<file path="src/rtl/vsfx_pkg.sv">
// Shared definitions for the VSFX saturating vector add/sub unit.
// Element-size encodings, per-width clamp constants and the mode bundle.
package vsfx_pkg;

  localparam logic [1:0] VSFX_ESZ_B = 2'd0;
  localparam logic [1:0] VSFX_ESZ_H = 2'd1;
  localparam logic [1:0] VSFX_ESZ_W = 2'd2;

  localparam logic [7:0]  VSFX_SMAX_B = 8'h7F;
  localparam logic [7:0]  VSFX_SMIN_B = 8'h80;
  localparam logic [7:0]  VSFX_UMAX_B = 8'hFF;
  localparam logic [15:0] VSFX_SMAX_H = 16'h7FFF;
  localparam logic [15:0] VSFX_SMIN_H = 16'h8000;
  localparam logic [15:0] VSFX_UMAX_H = 16'hFFFF;
  localparam logic [31:0] VSFX_SMAX_W = 32'h7FFF_FFFF;
  localparam logic [31:0] VSFX_SMIN_W = 32'h8000_0000;
  localparam logic [31:0] VSFX_UMAX_W = 32'hFFFF_FFFF;

  typedef struct packed {
    logic [1:0] esz;
    logic       sgn;
    logic       sub;
  } vsfx_mode_t;

  // Reserved encoding 3 folds onto word.
  function automatic logic [1:0] vsfx_esz_norm(input logic [1:0] esz);
    return (esz == 2'd3) ? VSFX_ESZ_W : esz;
  endfunction

endpackage

</file>
<file path="src/rtl/vsfx_sat_lane32.sv">
// One 32-bit slice: segmented byte-carry add/sub with overflow
// detection and clamping for byte, halfword and word elements.
module vsfx_sat_lane32
  import vsfx_pkg::*;
(
  input  logic [31:0] a,
  input  logic [31:0] b,
  input  vsfx_mode_t  mode,
  output logic [31:0] res,
  output logic [3:0]  sat
);

  logic [1:0]  esz;
  logic [31:0] bx;
  logic [31:0] sum;
  logic [31:0] smax;
  logic [31:0] smin;
  logic [31:0] umax;
  logic [31:0] clamp;
  logic [3:0]  lsb;
  logic [3:0]  cout;
  logic [3:0]  eov;
  logic [3:0]  eneg;
  logic [3:0]  ovf;
  logic [3:0]  neg;
  logic        cy;
  logic [8:0]  s9;

  always_comb begin
    esz  = vsfx_esz_norm(mode.esz);
    bx   = b ^ {32{mode.sub}};
    lsb  = 4'b0001;
    smax = VSFX_SMAX_W;
    smin = VSFX_SMIN_W;
    umax = VSFX_UMAX_W;
    unique case (esz)
      VSFX_ESZ_B: begin
        lsb  = 4'b1111;
        smax = {4{VSFX_SMAX_B}};
        smin = {4{VSFX_SMIN_B}};
        umax = {4{VSFX_UMAX_B}};
      end
      VSFX_ESZ_H: begin
        lsb  = 4'b0101;
        smax = {2{VSFX_SMAX_H}};
        smin = {2{VSFX_SMIN_H}};
        umax = {2{VSFX_UMAX_H}};
      end
      default: begin
        lsb  = 4'b0001;
        smax = VSFX_SMAX_W;
        smin = VSFX_SMIN_W;
        umax = VSFX_UMAX_W;
      end
    endcase
  end

  // Element-LSB bytes take the subtract carry-in; others chain.
  always_comb begin
    cy   = 1'b0;
    s9   = '0;
    sum  = '0;
    cout = '0;
    for (int i = 0; i < 4; i++) begin
      if (lsb[i]) cy = mode.sub;
      s9 = {1'b0, a[8*i+:8]} + {1'b0, bx[8*i+:8]} + {8'd0, cy};
      sum[8*i+:8] = s9[7:0];
      cout[i]     = s9[8];
      cy          = s9[8];
    end
  end

  always_comb begin
    eov  = '0;
    eneg = '0;
    for (int i = 0; i < 4; i++) begin
      eneg[i] = a[8*i+7];
      if (mode.sgn)
        eov[i] = (a[8*i+7] == bx[8*i+7]) && (sum[8*i+7] != a[8*i+7]);
      else
        eov[i] = cout[i] ^ mode.sub;
    end
  end

  // Broadcast each element's top-byte verdict to all of its bytes.
  always_comb begin
    ovf = eov;
    neg = eneg;
    unique case (esz)
      VSFX_ESZ_B: begin
        ovf = eov;
        neg = eneg;
      end
      VSFX_ESZ_H: begin
        ovf = {eov[3], eov[3], eov[1], eov[1]};
        neg = {eneg[3], eneg[3], eneg[1], eneg[1]};
      end
      default: begin
        ovf = {4{eov[3]}};
        neg = {4{eneg[3]}};
      end
    endcase
  end

  always_comb begin
    clamp = '0;
    res   = '0;
    for (int i = 0; i < 4; i++) begin
      if (mode.sgn)
        clamp[8*i+:8] = neg[i] ? smin[8*i+:8] : smax[8*i+:8];
      else
        clamp[8*i+:8] = mode.sub ? 8'h00 : umax[8*i+:8];
      res[8*i+:8] = ovf[i] ? clamp[8*i+:8] : sum[8*i+:8];
    end
    sat = ovf;
  end

endmodule

</file>
<file path="src/rtl/vsfx_vadds_pipe.sv">
// Two-stage saturating vector add/sub with per-byte sat flags
// and a sticky SAT bit feeding VSCR[SAT].
module vsfx_vadds_pipe
  import vsfx_pkg::*;
#(
  parameter int VEC_W = 128
) (
  input  logic               clk,
  input  logic               rst_n,
  input  logic               in_valid,
  output logic               in_ready,
  input  logic [VEC_W-1:0]   in_vra,
  input  logic [VEC_W-1:0]   in_vrb,
  input  logic [1:0]         in_esz,
  input  logic               in_sgn,
  input  logic               in_sub,
  output logic               out_valid,
  input  logic               out_ready,
  output logic [VEC_W-1:0]   out_vrt,
  output logic [VEC_W/8-1:0] out_lane_sat,
  output logic               out_sat,
  input  logic               sat_clr,
  output logic               sat_sticky
);

  localparam int NLANE_B = VEC_W / 8;
  localparam int NSLICE  = VEC_W / 32;

  logic               adv;
  logic               hs;
  logic               s1_valid_q, s1_valid_d;
  logic [VEC_W-1:0]   s1_a_q, s1_a_d;
  logic [VEC_W-1:0]   s1_b_q, s1_b_d;
  vsfx_mode_t         s1_mode_q, s1_mode_d;
  logic               out_valid_q, out_valid_d;
  logic [VEC_W-1:0]   out_vrt_q, out_vrt_d;
  logic [NLANE_B-1:0] out_lane_sat_q, out_lane_sat_d;
  logic               out_sat_q, out_sat_d;
  logic               sat_q, sat_d;
  logic [VEC_W-1:0]   res_c;
  logic [NLANE_B-1:0] lsat_c;

  for (genvar g = 0; g < NSLICE; g++) begin : g_slice
    vsfx_sat_lane32 u_lane (
      .a    (s1_a_q[32*g+:32]),
      .b    (s1_b_q[32*g+:32]),
      .mode (s1_mode_q),
      .res  (res_c[32*g+:32]),
      .sat  (lsat_c[4*g+:4])
    );
  end

  always_comb begin
    adv            = !out_valid_q | out_ready;
    hs             = out_valid_q & out_ready;
    s1_valid_d     = s1_valid_q;
    s1_a_d         = s1_a_q;
    s1_b_d         = s1_b_q;
    s1_mode_d      = s1_mode_q;
    out_valid_d    = out_valid_q;
    out_vrt_d      = out_vrt_q;
    out_lane_sat_d = out_lane_sat_q;
    out_sat_d      = out_sat_q;
    if (adv) begin
      s1_valid_d  = in_valid;
      out_valid_d = s1_valid_q;
      if (in_valid) begin
        s1_a_d        = in_vra;
        s1_b_d        = in_vrb;
        s1_mode_d.esz = in_esz;
        s1_mode_d.sgn = in_sgn;
        s1_mode_d.sub = in_sub;
      end
      if (s1_valid_q) begin
        out_vrt_d      = res_c;
        out_lane_sat_d = lsat_c;
        out_sat_d      = |lsat_c;
      end
    end
    // A saturating handshake beats a same-cycle clear.
    sat_d = (hs & out_sat_q) | (sat_q & !sat_clr);
  end

  always_ff @(posedge clk or negedge rst_n) begin
    if (!rst_n) begin
      s1_valid_q     <= 1'b0;
      s1_a_q         <= '0;
      s1_b_q         <= '0;
      s1_mode_q      <= '0;
      out_valid_q    <= 1'b0;
      out_vrt_q      <= '0;
      out_lane_sat_q <= '0;
      out_sat_q      <= 1'b0;
      sat_q          <= 1'b0;
    end else begin
      s1_valid_q     <= s1_valid_d;
      s1_a_q         <= s1_a_d;
      s1_b_q         <= s1_b_d;
      s1_mode_q      <= s1_mode_d;
      out_valid_q    <= out_valid_d;
      out_vrt_q      <= out_vrt_d;
      out_lane_sat_q <= out_lane_sat_d;
      out_sat_q      <= out_sat_d;
      sat_q          <= sat_d;
    end
  end

  assign in_ready     = adv;
  assign out_valid    = out_valid_q;
  assign out_vrt      = out_vrt_q;
  assign out_lane_sat = out_lane_sat_q;
  assign out_sat      = out_sat_q;
  assign sat_sticky   = sat_q;

endmodule

</file>
<file path="config.mk">
export PLATFORM = sky130hd
export DESIGN_NAME = vsfx_vadds_pipe
export DESIGN_NICKNAME = d
export VERILOG_FILES = /design/src/rtl/vsfx_pkg.sv /design/src/rtl/vsfx_sat_lane32.sv /design/src/rtl/vsfx_vadds_pipe.sv
export SDC_FILE = /design/constraint.sdc
export NUM_CORES = 1
export LEC_CHECK = 0
export ABC_CLOCK_PERIOD_IN_PS = 16100
export CORE_AREA = 2 2 195 217
export CTS_CLUSTER_SIZE = 24
export DETAILED_ROUTE_END_ITERATION = 16
export DIE_AREA = 0 0 197 219
export PLACE_DENSITY = 0.86
export SYNTH_ARGS = -nofsm -noshare
export SYNTH_HDL_FRONTEND = slang
export SYNTH_SLANG_ARGS = --single-unit
</file>
<file path="constraint.sdc">
create_clock -name clk -period 16.1 [get_ports clk]
set_input_delay 2.415 -clock clk [delete_from_list [all_inputs] [get_ports clk]]
set_output_delay 2.415 -clock clk [all_outputs]
set_load 0.02 [all_outputs]
</file>
Word-level counts from Yosys, hierarchy flattened --
Cells that the tools add are included.
Storage, ports and cells: register bits 408, bits in latches 0, RAM bits 0, bits in read-only memories 0, input bits 265, memories 0
Operators by class: add/sub/neg operators 32, multipliers 0, divide/modulo/power cells 0, $lt $le $gt $ge 0, eq/ne operators 34, shift operators 0, muxes and demuxes 90, bitwise gates (word level) 25, reductions and logical operators 22
Operators with widths (count):
- 2-to-1 mux 8 bit | 49
- adder 8 x 8 -> 9 bit | 16
- adder 9 x 1 -> 9 bit | 16
- XOR 32 bit | 4
- one-hot mux 24 bit (2 select lines) | 2
- one-hot mux 3 bit (2 select lines) | 8
- 2-to-1 mux 1 bit | 29
- == test 1 bit | 16
- logical AND 1 bit | 16
- inequality test 1 bit | 16
- OR reduction 16 bit | 1
- XOR 1 bit | 16
- one-hot mux 4 bit (2 select lines) | 1
- AND reduction 2 bit | 2
- AND 1 bit | 3
- == test 2 x 1 -> 1 bit (second input constant) | 1
- == test 2 bit (second input constant) | 1
- logical NOT 1 bit | 2
- logical NOT 2 bit | 1
- 2-to-1 mux 2 bit | 1
- bitwise OR 1 bit | 2

Depth between registers and ports, before layout --
depth after elaboration 17, depth in mapped cells 36, depth with buffers taken out 33

By module --
From an unflattened synthesis, not the netlist that was laid out.
Unflattened totals: cell total of the unflattened synthesis 2103, area, all modules 25451.9 um^2
By module, submodules not included:
- vsfx_vadds_pipe | times used 1, cells each 871, area each 16107.9 um^2, seq. area each 10209.8 um^2
- vsfx_sat_lane32 (g_slice[3].u_lane) | times used 1, cells each 326, area each 2461.1 um^2, seq. area each 0.0 um^2
- vsfx_sat_lane32 (g_slice[0].u_lane) | times used 1, cells each 304, area each 2328.5 um^2, seq. area each 0.0 um^2
- vsfx_sat_lane32 (g_slice[1].u_lane) | times used 1, cells each 305, area each 2290.9 um^2, seq. area each 0.0 um^2
- vsfx_sat_lane32 (g_slice[2].u_lane) | times used 1, cells each 297, area each 2263.4 um^2, seq. area each 0.0 um^2

Worst setup path before layout --
Ideal clock, no wire load.
path type reg2reg, start register s1_mode_q[0] in the netlist's numbering, end register out_sat_q (netlist: out_sat), library setup time 0.155 ns, arrival time 7.680 ns, data required time 15.945 ns, path slack 8.266 ns, stages on the path, launching flop included 36, period minus slack after synthesis 7.834 ns, cell sequence dfrtp_1 -> buf_2 -> clkbuf_1 -> buf_1 -> xor2_1 -> ha_1 -> nor2b_1 -> o2111ai_1 -> and3_1 -> nor3_1 -> o21ai_0 -> fa_1 -> fa_1 -> nor2b_1 -> o2111ai_1 -> a31oi_1 -> nor2_1 -> a21o_1 -> fa_1 -> fa_1 -> inv_1 -> a21oi_1 -> o211ai_1 -> o31ai_1 -> a21oi_1 -> fa_1 -> fa_1 -> a211oi_1 -> o21ai_1 -> a31oi_1 -> mux2i_1 -> nor3_1 -> a31oi_2 -> nor4_1 -> and4_1 -> a41oi_2
On the way: longest elaborated chain between the ends 14
RTL lines:
- start, declared | RTL line vsfx_vadds_pipe.sv:34 | vsfx_mode_t s1_mode_q, s1_mode_d;
- start signal, assigned | RTL line vsfx_vadds_pipe.sv:99 | s1_mode_q <= s1_mode_d;
- XOR 32 bit | RTL line vsfx_sat_lane32.sv:31 | bx = b ^ {32{mode.sub}};
- adder 8 x 8 -> 9 bit | RTL line vsfx_sat_lane32.sv:66 | s9 = {1'b0, a[8*i+:8]} + {1'b0, bx[8*i+:8]} + {8'd0, cy};
- adder 9 x 1 -> 9 bit | RTL line vsfx_sat_lane32.sv:66
- 2-to-1 mux 1 bit | RTL line vsfx_sat_lane32.sv:65 | if (lsb[i]) cy = mode.sub;
- adder 9 x 1 -> 9 bit | RTL line vsfx_sat_lane32.sv:66
- 2-to-1 mux 1 bit | RTL line vsfx_sat_lane32.sv:65
- adder 9 x 1 -> 9 bit | RTL line vsfx_sat_lane32.sv:66
- 2-to-1 mux 1 bit | RTL line vsfx_sat_lane32.sv:65
- adder 9 x 1 -> 9 bit | RTL line vsfx_sat_lane32.sv:66
- inequality test 1 bit | RTL line vsfx_sat_lane32.sv:79 | eov[i] = (a[8*i+7] == bx[8*i+7]) && (sum[8*i+7] != a[8*i+7]);
- logical AND 1 bit | RTL line vsfx_sat_lane32.sv:79
- 2-to-1 mux 1 bit | RTL line vsfx_sat_lane32.sv:78 | if (mode.sgn)
- one-hot mux 3 bit (2 select lines) | RTL line vsfx_sat_lane32.sv:89 | unique case (esz)
- OR reduction 16 bit (*) | RTL line vsfx_vadds_pipe.sv:77 | out_sat_d = |lsat_c;
- end signal, assigned | RTL line vsfx_vadds_pipe.sv:103 | out_sat_q <= out_sat_d;
- end, declared | RTL line vsfx_vadds_pipe.sv:38 | logic out_sat_q, out_sat_d;
Every way passes the cells marked *; elsewhere a longest branch is shown, timed or not. A chain may end at the register's enable or synchronous reset.

Worst setup path after layout --
start register s1_mode_q[0] in the netlist's numbering, end register out_vrt_q[12] (netlist: out_vrt[12])
On the way: longest elaborated chain between the ends 14
RTL lines:
- XOR 32 bit | RTL line vsfx_sat_lane32.sv:31
- adder 8 x 8 -> 9 bit | RTL line vsfx_sat_lane32.sv:66
- adder 9 x 1 -> 9 bit | RTL line vsfx_sat_lane32.sv:66
- 2-to-1 mux 1 bit | RTL line vsfx_sat_lane32.sv:65
- adder 9 x 1 -> 9 bit | RTL line vsfx_sat_lane32.sv:66
- 2-to-1 mux 1 bit | RTL line vsfx_sat_lane32.sv:65
- adder 9 x 1 -> 9 bit | RTL line vsfx_sat_lane32.sv:66
- 2-to-1 mux 1 bit | RTL line vsfx_sat_lane32.sv:65
- adder 9 x 1 -> 9 bit | RTL line vsfx_sat_lane32.sv:66
- inequality test 1 bit | RTL line vsfx_sat_lane32.sv:79
- logical AND 1 bit | RTL line vsfx_sat_lane32.sv:79
- 2-to-1 mux 1 bit | RTL line vsfx_sat_lane32.sv:78
- one-hot mux 3 bit (2 select lines) | RTL line vsfx_sat_lane32.sv:89
- 2-to-1 mux 8 bit (*) | RTL line vsfx_sat_lane32.sv:113 | res[8*i+:8] = ovf[i] ? clamp[8*i+:8] : sum[8*i+:8];
- end signal, assigned | RTL line vsfx_vadds_pipe.sv:101 | out_vrt_q <= out_vrt_d;
- end, declared | RTL line vsfx_vadds_pipe.sv:36 | logic [VEC_W-1:0] out_vrt_q, out_vrt_d;
Marks and branches as above.

==> metrics <==
status=completed; clock period minus final worst setup slack=between 10000 and 15000 ps; Routed WL=~68 mm; reg2reg start=s1_mode_q[0]; Post-Syn Area=roughly 0.023 sq mm; CTS tree=built; total of max-cap violations=0; Core Util, Final=between 70% and 80%; launch point of the worst path=s1_mode_q[0]; # rows=78; Yosys reg bits=408; unrepaired setup endpoints after global routing=false; global-route wire length before repair=between 100 and 150 mm; startpoint types=register; PwrDens=185 mW/mm^2; fin crit share=between 60% and 70%; Primary FF master, synth=dfrtp_1; Yosys warning total=0; crit path max fanout=43; max_slew headroom=20.5%; layout net count=2985; Final ANT Viol Nets=0; Die Footprint=0.0431 sq mm; CTS Sinks=between 400 and 500; r2r endpoint=out_vrt[12]; largest net degree at the start of global routing=192; Clock Path Buffers=3; Initial Util=between 50% and 60%; DR pass1 iterations=5; # fillers=around 2900; Synth async-reset ratio=between 90% and 100%; crit-path leading delay family=compound AO/OA/AOI/OAI gates; worst reg2reg setup slack=about 6000 ps; Root Buffer=clkbuf_16; mux share of post-synthesis cell area=14.8%; largest family of logic cells by synthesized area=multiplexers; DP HPWL=~50 mm; Compound-Gate Fraction of Synth Area=a little over an eighth; XOR/XNOR Fraction of Synth Area=8.24%; CP Depth=34; H-Tree Level Count=2; setup TNS=0 ps; Final setup violation count=0; drt via density=roughly 5.9; clock transition at the registers of the reported paths=roughly 60 ps; Initial DRC Count=around 1200; Die Width=slightly below 200 um; Post-synth EDFFs=0; wire per inst=21.8 um; GRT Overall Usage=around a third; clk_skew=21.6 ps; Required @ worst endpoint=between 15000 and 20000 ps; Syn Area/Cell=between 10 and 15 sq um; Multi-input gate area=between 0.01 and 0.015 sq mm; Placed Instances=about 3000; worst setup path end=out_vrt[12]; post_cts resized=0; LEAKAGE=between 0.01 and 0.015 uW; Buf+Inv Stages, Crit Path=4; Cells after Synth=between 2000 and 2500; Worst-Skew Late Latency=580 ps; f_max=98.2 MHz; share of layout cells above drive strength 1=between 10% and 20%; Core Area=around 0.041 sq mm; Die Y-Extent=219 um; Num CTS Buffers=45; measured slew at the worst slew-check pin=1190 ps; Final Non-Filler Cells=approximately 3100; Vias=roughly 18000; antenna violations before repair=4; I/O pins=between 400 and 500; Placed Instance Area=roughly 0.028 sq mm; final instance area=roughly 0.030 sq mm; FF-to-FF path depth=34; slowest library cell on the worst path=mux2i_1; worst hold path type=reg -> reg; Slew Viols, Final=0; Max VDD drop=0.120 mV; Setup Fix Bufs, Post-CTS=0; Overflow after GRT=0; post-synthesis sequential area ratio=43.5%; Syn Nets=2608; post-synthesis simple-gate area fraction=under 10%; commonest cells after routing, fill and taps aside=clkdlybuf4s50_1 (411), dfrtp_1 (406), mux2_2 (262); final hold vios=0; Unique masters post-synth=79; post-synthesis adder-cell area fraction=8.35%; vias in the first global route=~20000; register area=slightly above 0.01 sq mm; Port Buffers=between 400 and 500; most common cell after layout, fill and taps aside=clkdlybuf4s50_1; placer congestion estimate=0.895; CP endpoint kind=register; Critical Setup Path Class=reg -> reg; CP peak stage delay=730 ps; Hold-fix buffers, CTS=0; crit path DAT=between 10000 and 15000 ps; Post-route DRC=0; Layout area overhead=25.9%; most frequent CP cell=fa_1
[through the flow]
stage	setup slack (ps)	total power, uW	hold slack (ps)
after floorplan	8270	3390	451
after global placement	6420	4270	459
after detailed placement	6160	4370	466
after CTS	6030	5460	479
after global routing	5340	5790	491
final	5910	5460	475
[worst reg2reg max path, delay by kind of cell, from the launching register on]
kind	cells	cell delay (ps)
compound gates	16	3130
fa+ha+maj	7	2710
buf+inv	4	1650
simple gates	5	970
mux	1	730
flops	1	660
xor+xnor	1	300
[per-layer routing]
metal | wire length [um] | track usage, % | vias to the layer above
li1 | - | - | 8543
met1 | 26600 | 38.8 | 9103
met5 | 0 | 0 | -
met3 | 4750 | 6.07 | 164
met4 | 3160 | 15.3 | 0
met2 | 33900 | 54.7 | 659
[area by class of cell]
class	count	share of cell area, %
Sequential cell	408	34.5
Antenna cell	4	0.0338
Inverter	66	0.837
Clock inverter	18	0.711
Tap cell	520	2.20
Timing Repair Buffer	433	14.6
Clock buffer	62	4.33
Multi-Input combinational cell	1626	42.8
[state kept, by name (all words and copies together), names as in the netlist]
name,cells
out_vrt,128
s1_a_q,128
s1_b_q,128
out_lane_sat,16
s1_mode_q,4
out_sat,1
out_valid,1
s1_valid_q,1
sat_sticky,1
[report_power, final]
group | leakage [uW] | switching, uW | total [uW] | internal, uW
registers | 0.00483 | 241 | 1560 | 1320
logic | 0.00724 | 1570 | 2850 | 1290
clock network | 0.000728 | 431 | 1050 | 621
total | 0.0128 | 2240 | 5460 | 3220
[kinds of logic after synthesis]
logic type               count (synthesis)
XOR/XNOR                               221
flip-flops                             408
AO/OA/AOI/OAI                          488
buffers and inverters                  169
multiplexers                           311
AND/OR/NAND/NOR                        466
adder cells (fa/ha/maj)                140
[worst min path at each step]
stage	startpoint	end	cells past startpoint
finish	out_vrt[41]	out_vrt[41]	1
global route	out_vrt[41]	out_vrt[41]	1
CTS	out_vrt[41]	out_vrt[41]	1
detailed placement	out_vrt[41]	out_vrt[41]	1
global placement	out_vrt[79]	out_vrt[79]	2
floorplan	s1_valid_q	out_valid	2
[Yosys cell counts (6+ instances only)]
cell	count	area share [%]
mux2_2	262	13
o21ai_1	81	1.7
buf_1	16	0.26
nor2_1	90	1.4
and3_1	8	0.21
or3_1	11	0.29
nor4_1	7	0.19
nand3_1	29	0.62
a21o_1	30	0.96
o21bai_1	6	0.19
o21a_1	18	0.58
dfrtp_1	408	43
nor2b_1	33	0.88
xnor2_1	79	2.9
o21ai_0	90	1.9
and2_1	9	0.24
a31oi_1	29	0.77
ha_1	112	6.0
xor2_1	142	5.3
or2_2	8	0.21
clkbuf_1	81	1.3
nand3b_1	6	0.19
fa_1	28	2.4
o211ai_1	13	0.42
nand2_1	192	3.1
nand2b_1	24	0.64
a221o_1	9	0.38
mux2_1	17	0.82
a211oi_1	12	0.38
a21oi_1	130	2.8
inv_1	65	1.0
nor3_1	35	0.75
mux2i_1	31	1.3
o2111ai_1	11	0.41
Note: power is estimated with default switching activity, not from simulation.
